--- src/rtl/hs_ram_bridge.sv ---
// hs_ram_bridge: arbitrates one work-RAM port between the CPU and the
// hiscore engine, with a drain cycle on handover and a one-entry write latch.
module hs_ram_bridge #(
  parameter logic [15:0] RAM_BASE = 16'h6000,
  parameter int          RAM_AW   = 12
) (
  input  logic              clk_sys,
  input  logic              reset_n,
  input  logic [15:0]       cpu_addr,
  input  logic [7:0]        cpu_din,
  input  logic              cpu_wr,
  output logic [7:0]        cpu_dout,
  input  logic [15:0]       hs_address,
  input  logic [7:0]        hs_data_in,
  input  logic              hs_write,
  input  logic              hs_access,
  output logic [7:0]        hs_data_out,
  output logic [RAM_AW-1:0] ram_addr,
  output logic [7:0]        ram_din,
  output logic              ram_we,
  input  logic [7:0]        ram_dout,
  output logic              hs_owned,
  output logic              cpu_conflict,
  output logic [7:0]        hs_wr_count
);

  typedef enum logic [1:0] {
    S_CPU,
    S_DRAIN,
    S_HS,
    S_RELEASE
  } state_t;

  localparam logic [16:0] WIN_LO = {1'b0, RAM_BASE};
  localparam logic [16:0] WIN_HI = WIN_LO + 17'(1 << RAM_AW);

  function automatic logic in_win(input logic [15:0] a);
    return ({1'b0, a} >= WIN_LO) && ({1'b0, a} < WIN_HI);
  endfunction

  state_t      state_q, state_d;
  logic        pend_vld_q, pend_vld_d;
  logic [15:0] pend_addr_q, pend_addr_d;
  logic [7:0]  pend_data_q, pend_data_d;
  logic        hs_rd_q, hs_rd_d;
  logic [7:0]  hs_dout_q, hs_dout_d;
  logic        cpu_side_q, cpu_side_d;
  logic        conflict_q, conflict_d;
  logic [7:0]  cnt_q, cnt_d;

  logic cpu_win;
  logic hs_win;
  logic pend_win;
  logic cpu_side;
  logic commit;
  logic hs_commit;

  assign cpu_win  = in_win(cpu_addr);
  assign hs_win   = in_win(hs_address);
  assign pend_win = in_win(pend_addr_q);
  assign cpu_side = (state_q == S_CPU) || (state_q == S_DRAIN);
  // A latched write drains on any owned cycle while access is still held.
  assign commit   = (state_q == S_HS) && pend_vld_q && hs_access;

  assign hs_owned     = (state_q == S_HS);
  assign cpu_conflict = conflict_q;
  assign hs_wr_count  = cnt_q;
  assign hs_data_out  = hs_dout_q;
  assign cpu_dout     = cpu_side_q ? ram_dout : 8'hFF;

  // RAM port mux: CPU by default, hiscore (latched or live) when owned.
  always_comb begin
    ram_addr  = cpu_addr[RAM_AW-1:0];
    ram_din   = cpu_din;
    ram_we    = cpu_wr && cpu_win;
    hs_commit = 1'b0;
    hs_rd_d   = 1'b0;
    unique case (state_q)
      S_CPU, S_DRAIN: begin
      end
      S_HS: begin
        if (commit) begin
          ram_addr  = pend_addr_q[RAM_AW-1:0];
          ram_din   = pend_data_q;
          ram_we    = pend_win;
          hs_commit = pend_win;
        end else begin
          ram_addr  = hs_address[RAM_AW-1:0];
          ram_din   = hs_data_in;
          ram_we    = hs_write && hs_win;
          hs_commit = hs_write && hs_win;
          hs_rd_d   = hs_win;
        end
      end
      S_RELEASE: begin
        ram_we = 1'b0;
      end
      default: begin
        ram_we = 1'b0;
      end
    endcase
  end

  // Ownership handover sequencing.
  always_comb begin
    state_d = state_q;
    unique case (state_q)
      S_CPU: begin
        if (hs_access) state_d = S_DRAIN;
      end
      S_DRAIN: begin
        state_d = hs_access ? S_HS : S_RELEASE;
      end
      S_HS: begin
        if (!hs_access) state_d = S_RELEASE;
      end
      S_RELEASE: begin
        state_d = S_CPU;
      end
      default: begin
        state_d = S_CPU;
      end
    endcase
  end

  // Pending hiscore write latch; newest write wins.
  always_comb begin
    pend_vld_d  = pend_vld_q;
    pend_addr_d = pend_addr_q;
    pend_data_d = pend_data_q;
    if (commit) pend_vld_d = 1'b0;
    if (hs_write && hs_access &&
        (cpu_side || commit)) begin
      pend_vld_d  = 1'b1;
      pend_addr_d = hs_address;
      pend_data_d = hs_data_in;
    end
    if ((state_q == S_RELEASE) ||
        ((state_q == S_HS) && !hs_access))
      pend_vld_d = 1'b0;
  end

  // Read return paths, conflict flag and write counter.
  always_comb begin
    hs_dout_d  = hs_rd_q ? ram_dout : 8'h00;
    cpu_side_d = cpu_side;
    conflict_d = conflict_q;
    if (cpu_wr && !cpu_side) conflict_d = 1'b1;
    cnt_d = cnt_q;
    if (hs_commit && (cnt_q != 8'hFF))
      cnt_d = cnt_q + 8'd1;
  end

  // State and bookkeeping registers.
  always_ff @(posedge clk_sys or negedge reset_n) begin
    if (!reset_n) begin
      state_q     <= S_CPU;
      pend_vld_q  <= 1'b0;
      pend_addr_q <= 16'h0000;
      pend_data_q <= 8'h00;
      hs_rd_q     <= 1'b0;
      hs_dout_q   <= 8'h00;
      cpu_side_q  <= 1'b1;
      conflict_q  <= 1'b0;
      cnt_q       <= 8'h00;
    end else begin
      state_q     <= state_d;
      pend_vld_q  <= pend_vld_d;
      pend_addr_q <= pend_addr_d;
      pend_data_q <= pend_data_d;
      hs_rd_q     <= hs_rd_d;
      hs_dout_q   <= hs_dout_d;
      cpu_side_q  <= cpu_side_d;
      conflict_q  <= conflict_d;
      cnt_q       <= cnt_d;
    end
  end

endmodule

--- config.mk ---
export PLATFORM = sky130hd
export DESIGN_NAME = hs_ram_bridge
export DESIGN_NICKNAME = d
export VERILOG_FILES = /design/src/rtl/hs_ram_bridge.sv
export SDC_FILE = /design/constraint.sdc
export NUM_CORES = 1
export LEC_CHECK = 0
export CORE_ASPECT_RATIO = 1.75
export CORE_UTILIZATION = 55
export DETAILED_ROUTE_END_ITERATION = 8
export DONT_BUFFER_PORTS = 1
export PLACE_DENSITY = 0.73
export SYNTH_ARGS = -nofsm -noshare
export SYNTH_HDL_FRONTEND = slang
export SYNTH_SLANG_ARGS = --single-unit
--- constraint.sdc ---
create_clock -name clk_sys -period 1.8 [get_ports clk_sys]
set_input_delay 0.36 -clock clk_sys [delete_from_list [all_inputs] [get_ports clk_sys]]
set_output_delay 0.36 -clock clk_sys [all_outputs]
set_load 0.1 [all_outputs]
==> results of run 1 <==
[layout make-up]
class                   instances  area, sq um  share of cell area [%]
inverters                       4         15.0                   0.403
clock buffers                   7         76.3                    2.05
well taps                      49         61.3                    1.65
clock inverters                 1         30.0                   0.807
flip-flops and latches         46         1160                    31.1
multi-input cells             151         1500                    40.3
repair buffers                 64          881                    23.7
[cells in the mapped netlist]
library cell / count / share of area, %
a21boi_2: 1 / 0.47
a21o_1: 1 / 0.32
a21oi_1: 22 / 4.6
a21oi_4: 1 / 0.68
a22oi_4: 1 / 0.89
a31o_1: 1 / 0.37
and2_1: 8 / 2.1
and3_1: 2 / 0.52
and4_1: 1 / 0.37
buf_1: 2 / 0.32
buf_2: 3 / 0.63
buf_6: 3 / 1.4
clkbuf_1: 2 / 0.32
dfrtp_1: 45 / 47
dfstp_2: 1 / 1.1
ha_1: 5 / 2.6
inv_1: 4 / 0.63
mux2_1: 26 / 12
mux2i_1: 22 / 9.2
nand2_1: 6 / 0.94
nand2b_1: 10 / 2.6
nand3_1: 1 / 0.21
nand3_2: 1 / 0.42
nand4_1: 4 / 1.0
nand4_2: 1 / 0.52
nor2_1: 25 / 3.9
nor2b_1: 2 / 0.52
nor4bb_1: 2 / 0.84
o21ai_0: 1 / 0.21
o22a_1: 1 / 0.37
xnor2_1: 5 / 1.8
xor2_1: 1 / 0.37
[placed cells by master (no fill, tap or decap), types with 5 or more instances in the layout]
| cell type | netlist | final |
|---|---|---|
| xnor2_1 | 5 | 5 |
| nand2_1 | 6 | 6 |
| clkbuf_8 | 0 | 5 |
| mux2_1 | 26 | 26 |
| and2_1 | 8 | 8 |
| nor2_1 | 25 | 24 |
| buf_12 | 0 | 25 |
| a21oi_4 | 1 | 21 |
| nand2b_1 | 10 | 9 |
| buf_4 | 0 | 34 |
| dfrtp_1 | 45 | 41 |
| mux2i_2 | 0 | 19 |
[power by group through the flow]
| stage | registers, mW | logic, mW | clock network, mW |
|---|---|---|---|
| CTS | 1.66 | 4.91 | 0.756 |
| finish | 1.69 | 4.96 | 0.748 |
| global placement | 1.59 | 4.48 | 0 |
| floorplan | 1.72 | 3.15 | 0 |
| detailed placement | 1.63 | 4.62 | 0 |
| global route | 1.72 | 5.10 | 0.792 |
[per-stage QoR]
step                total power [mW]  hold WS, ns  utilization [%]
floorplan                       4.87       0.0644                -
global placement                6.07       0.0652             81.1
detailed placement              6.25       0.0659             81.1
CTS                             7.33        0.171             89.0
global route                    7.61        0.170             89.7
finish                          7.40        0.175             89.7
[kinds of logic (layout without fill, tap and decap cells)]
logic type	Yosys count	in the layout
AOI/OAI and AO/OA	29	29
xor gates and xnor gates	6	6
adders and majority gates	5	5
buffers and inverters	14	76
DFF	46	46
muxes	48	48
and+or+nand+nor	63	63
[sequential cells by signal, summed over array words and instances, names as in the netlist]
signal / flops
pend_addr_q: 16
hs_data_out: 8
hs_wr_count: 8
pend_data_q: 8
state_q: 2
cpu_conflict: 1
cpu_side_q: 1
hs_rd_q: 1
pend_vld_q: 1
[worst reg2reg max path: cells and delay by family, from the launching register on]
| family | cells | cell delay [ns] |
|---|---|---|
| DFF | 1 | 0.41 |
| buffers and inverters | 3 | 0.51 |
| adders and majority gates | 1 | 0.16 |
| and+or+nand+nor | 1 | 0.13 |
| muxes | 1 | 0.39 |
| AOI/OAI and AO/OA | 1 | 0.17 |
[worst paths after layout]
| path | to | slack [ns] | cells after the start |
|---|---|---|---|
| worst max-delay path | ram_din[7] | -0.41 | 7 |
| worst min-delay path | cpu_conflict | 0.18 | 1 |
| worst max register to register | pend_addr_q[0] | -0.11 | 7 |
| worst min register to register | pend_addr_q[15] | 0.50 | 1 |
| max in group asynchronous | cpu_side_q | 0.94 | 2 |
| min in group asynchronous | pend_data_q[4] | 0.59 | 2 |
[metal layers]
metal	vias to the layer above	GRT usage [%]	share of wire, %
met1	990	27.8	31
li1	856	-	-
met4	0	13.5	2.8
met5	-	0	0
met2	118	63.2	60
met3	19	6.29	5.7
[timing repair]
action / in CTS / in global routing
cloned: 2 / 0
resized for setup: 24 / 5
buffers inserted: 4 / 1
hold endpoints to repair: 46 / 0
hold buffers: 2 / 0
endpoints found under the setup margin: 50 / 54
pin swaps: 3 / 3
==> impl_results.md, run 1 <==
- Finished Cell Area: 3720 sq um
- Critical path launch point type: register
- Slowest-stage cell, CP: dfrtp_1
- Cell Area, Synth: around 2400 sq um
- GRT Util Overall: ~31%
- Worst Max-Slew Pin Slew: 0.900 ns
- Total gr overflow: 0
- Area growth syn-to-layout: 56.2%
- Input/output buffers: 0
- Hpwl dp: 4640 um
- Fraction of the mapped netlist area in simple logic gates: 14.1%
- Pint: 3.57 mW
- Slew HR: 40.0%
- Vias per cell: 6.16
- Crit share post-route: 123%
- Row count: 31
- Critical Path Source: state_q[0]
- Vias in the first global route: 2090
- Inst Count DP: 305
- WP data required: 1.44 ns
- Initial antenna violation count: 0
- Post-DP Area: 3370 sq um
- Mean Syn Cell Area: 11.3 sq um
- Fin. Hold Viols: 0
- DR DRC count: 0
- Syn nets: around 280
- Min-delay src: cpu_wr
- Switching Share: 51.7%
- Leak pwr: 1.69 nW
- Largest family of logic cells by synthesized area: multiplexers
- Post-synthesis mux area share: 21.5%
- Worst skew pair latency: 0.30 ns
- Max VDD drop: 1950 uV
- Psw: 3.83 mW
- Max stage delay on crit path: 0.41 ns
- XOR/XNOR Fraction of Synth Area: 2.20%
- Die Span Y: 89.1 um
- Crit path time final: 2.21 ns
- RePlAce Congestion: 0.775
- Filler cells: 174
- Logic gate share of total power: 67.0%
- Cts bufs inserted: 5
- CTS root buf: clkbuf_8
- Diode count: 0
- Dpl ws: -0.103 ns
- CP endpoint kind: primary output
- CP arrival: 1.85 ns
- Clock Skew: 0.00814 ns
- Routed wire length: 6910 um
- Initial Utilization: between 50% and 60%
- Max cap viols: 0
- Clock group share of total power: 10.1%
- Setup TNS after final layout: -9.63 ns
- Routed len/inst: 21.4 um
- Gate Count Post-Synth: around 210
- Reg2reg start: state_q[0]
- Synth Area in Adders: between 2 and 3%
- Syn. warnings: 0
- Nets: about 340
- Core Area: 4150 sq um
- Iter 0 DRT Violations: 54
- Finished Layout Cells: around 320
- Largest net degree at the start of global routing: 47
- Power per cell area: about 2000 nW/um^2
- Max Slew Vio Count: 0
- Detailed Routing Iterations Pass 1: 4
- Power share of the sequential group: between 20% and 30%
- Synth Area in Compound Gates: 7.93%
- Flops & latches, synth: 46
- Maximum clock insertion buffer count: 2
- Clock slew at reported path FFs: 0.08 ns
- Vias post-DR: 1983
- Hold/Removal Path Class: in2reg
- Max Fclk: roughly 450 MHz
- Failing checks: negative setup slack
- Crit Path Class: reg2out
- Delay-heaviest family, CP: buffers and inverters
- Setup ws final: -0.407 ns
- Status: finished, violations left
- Worst path bufs/invs: 3
- Die area: 4610 sq um
- Distinct cells, synth: 32
- H-tree levels: 2
- CTS tree: yes
- Number of routed nets with antenna violations: 0
- CP Max Fanout: 6
- Sequential-to-total area share from yosys stat: 48.3%
- Share of cells above drive strength 1: 45.8%
- CTS Sinks: 46
- CP Cell Sequence: inv_2 > ha_4 > nand3_4 > buf_16 > mux2i_2 > a21oi_4 > buf_12
- Top-Level Pins: 108
- Unrepaired setup endpoints after global routing: true
- Die Span X: slightly above 50 um
- Global-route wire length before repair: 10000 um
- Setup Viol. Count Final: 50
Note: power is estimated with default switching activity, not from simulation.
==> run 2, diff against run 1 <==
SETUP_SLACK_MARGIN = 0.1   (was not set)
==> run 2 against run 1 <==
  * The run still ends with negative setup slack left
  * First-iteration DRC count increased to 2.8 times the previous value
  * Die area unchanged
  * Power increased by 15%
  * Core utilization up 7.2 points
  * Hold slack worse by 0.013 ns
  * Sequential power increased by 5%
  * Non-clock buffer count increased by 11
  * Count of clock-buffer cells in the layout fell by 2
  * Critical path type unchanged
  * Largest cell class unchanged
==> impl_results.md, run 2 (synthesis results as in run 1) <==
- Status: finished, violations left
- Failing checks: negative setup slack
- Core Area: between 4000 and 5000 sq um
- Initial antenna violation count: 0
- Vias in the first global route: 2361
- Commonest non-fill, non-tap cell in the layout: buf_4
- Total gr overflow: 0
- Fin. Hold Viols: 0
- Setup Viol. Count Final: 57
- Cts bufs inserted: 5
- Setup ws final: -0.668 ns
- Slew HR: a little over a third
- Power per cell area: 2110 nW/um^2
- Worst path most repeated cell: buf_12
- Clock Skew: 0.0151 ns
- Crit share post-route: 137%
- Die area: 4610 sq um
- Clock slew at reported path FFs: ~0.10 ns
- CP Cell Sequence: inv_2 > ha_4 > nand3_4 > buf_12 > mux2i_1 > a21oi_4 > buf_12
- Row count: 31
- Nets: 349
- GRT Util Overall: 40.7%
- Maximum clock insertion buffer count: 2
- Hold/Removal Path Class: in2reg
- RePlAce Congestion: 0.793
- Max Fclk: just over 400 MHz
- Die Span Y: 89.1 um
- Global-route wire length before repair: 12800 um
- Slowest-stage cell, CP: dfrtp_1
- Post-DP Area: 3360 sq um
- Die Span X: 51.8 um
- Number of routed nets with antenna violations: 0
- DR DRC count: 0
- Crit Path Class: reg2out
- Finished Cell Area: roughly 4000 sq um
- Max Slew Vio Count: 0
- Detailed Routing Iterations Pass 1: 8
- Core Util, Final: 96.9%
- CP arrival: 2.11 ns
- CTS Sinks: 46
- Max cap viols: 0
- Most frequent cells in the layout: buf_4 (40), dfrtp_1 (39), buf_12 (25)
- Area growth syn-to-layout: 68.8%
- Top-Level Pins: 108
- Share of cells above drive strength 1: a little over half
- Max stage delay on crit path: 0.43 ns
- Largest net degree at the start of global routing: between 40 and 50
- Diode count: 0
- Vias per cell: around 7
- Routed len/inst: between 30 and 40 um
- WP data required: 1.44 ns
- CTS tree: yes
- Leak pwr: 1.83 nW
- Unrepaired setup endpoints after global routing: true
- Worst skew pair latency: 0.33 ns
- CP endpoint kind: primary output
- Iter 0 DRT Violations: 149
- Most flop-heavy register: pend_addr_q
- CTS root buf: clkbuf_8
- Max VDD drop: 2070 uV
- Input/output buffers: 0
- Max reg flops: 16
- Initial Utilization: 57.4%
- H-tree levels: 2
- Worst Max-Slew Pin Slew: 0.967 ns
- CP Max Fanout: 7
- Routed wire length: 11500 um
- Critical path launch point type: register
- Vias post-DR: 2375
- Crit path time final: 2.47 ns
- Hpwl dp: 4410 um
-- run 2: final timing paths --
path | from | endpoint | slack, ns | depth (start not counted)
hold reg to reg | pend_addr_q[4] | pend_addr_q[4] | 0.51 | 1
max in group asynchronous | reset_n | cpu_side_q | 0.98 | 2
hold / removal | ram_dout[4] | hs_data_out[4] | 0.16 | 1
setup / recovery | state_q[0] | ram_addr[9] | -0.67 | 7
min in group asynchronous | reset_n | pend_data_q[4] | 0.56 | 2
setup reg to reg | state_q[0] | hs_wr_count[5] | -0.49 | 9
-- run 2: repair_timing --
action | CTS | global route
hold buffers | 2 | 0
endpoints found under the hold margin | 46 | 0
pin swaps | 6 | 3
gates cloned | 3 | 1
gates resized for setup | 36 | 22
setup endpoints to repair | 55 | 58
setup buffers | 12 | 4
-- run 2: cell type report --
cell class | instances | area [sq um]
clock inverters | 3 | 68.8
flip-flops and latches | 46 | 1160
multi-input cells | 151 | 1620
inverters | 4 | 15.0
fillers | 72 | 128
well taps | 49 | 61.3
clock buffers | 5 | 68.8
repair buffers | 75 | 1030
-- run 2: stage by stage --
| step | hold slack [ns] | power, mW | worst slack (ns) | instances | TNS [ns] |
|---|---|---|---|---|---|
| 2_1_floorplan | 0.0644 | 4.87 | -0.454 | 211 | -13.85 |
| 3_3_place_gp | 0.0656 | 6.08 | -0.0210 | 303 | -0.0513 |
| 3_5_place_dp | 0.0657 | 6.23 | -0.119 | 303 | -1.09 |
| 4_1_cts | 0.159 | 7.70 | -0.392 | 328 | -9.34 |
| 5_1_grt | 0.163 | 8.62 | -0.672 | 333 | -23.33 |
| 6_report | 0.162 | 8.50 | -0.668 | 333 | -22.53 |
-- run 2: critical path, delay by kind of cell, from the launching register on --
kind	cells	cell delay, ns
compound gates	1	0.14
fa+ha+maj	1	0.19
buf+inv	3	0.53
flops	1	0.43
mux	1	0.33
simple gates	1	0.16
-- run 2: routing by layer --
metal / vias to the layer above / wire length [um] / GRT usage (%)
met3: 103 / 1280 / 12.8
met5: - / 0 / 0
met1: 1131 / 3470 / 42.3
met2: 265 / 5650 / 69.5
met4: 0 / 1080 / 26.3
li1: 876 / - / -
-- run 2: power by group --
part / switching [mW] / internal (mW)
registers: 0.383 / 1.39
logic: 3.63 / 2.13
clock network: 0.411 / 0.557
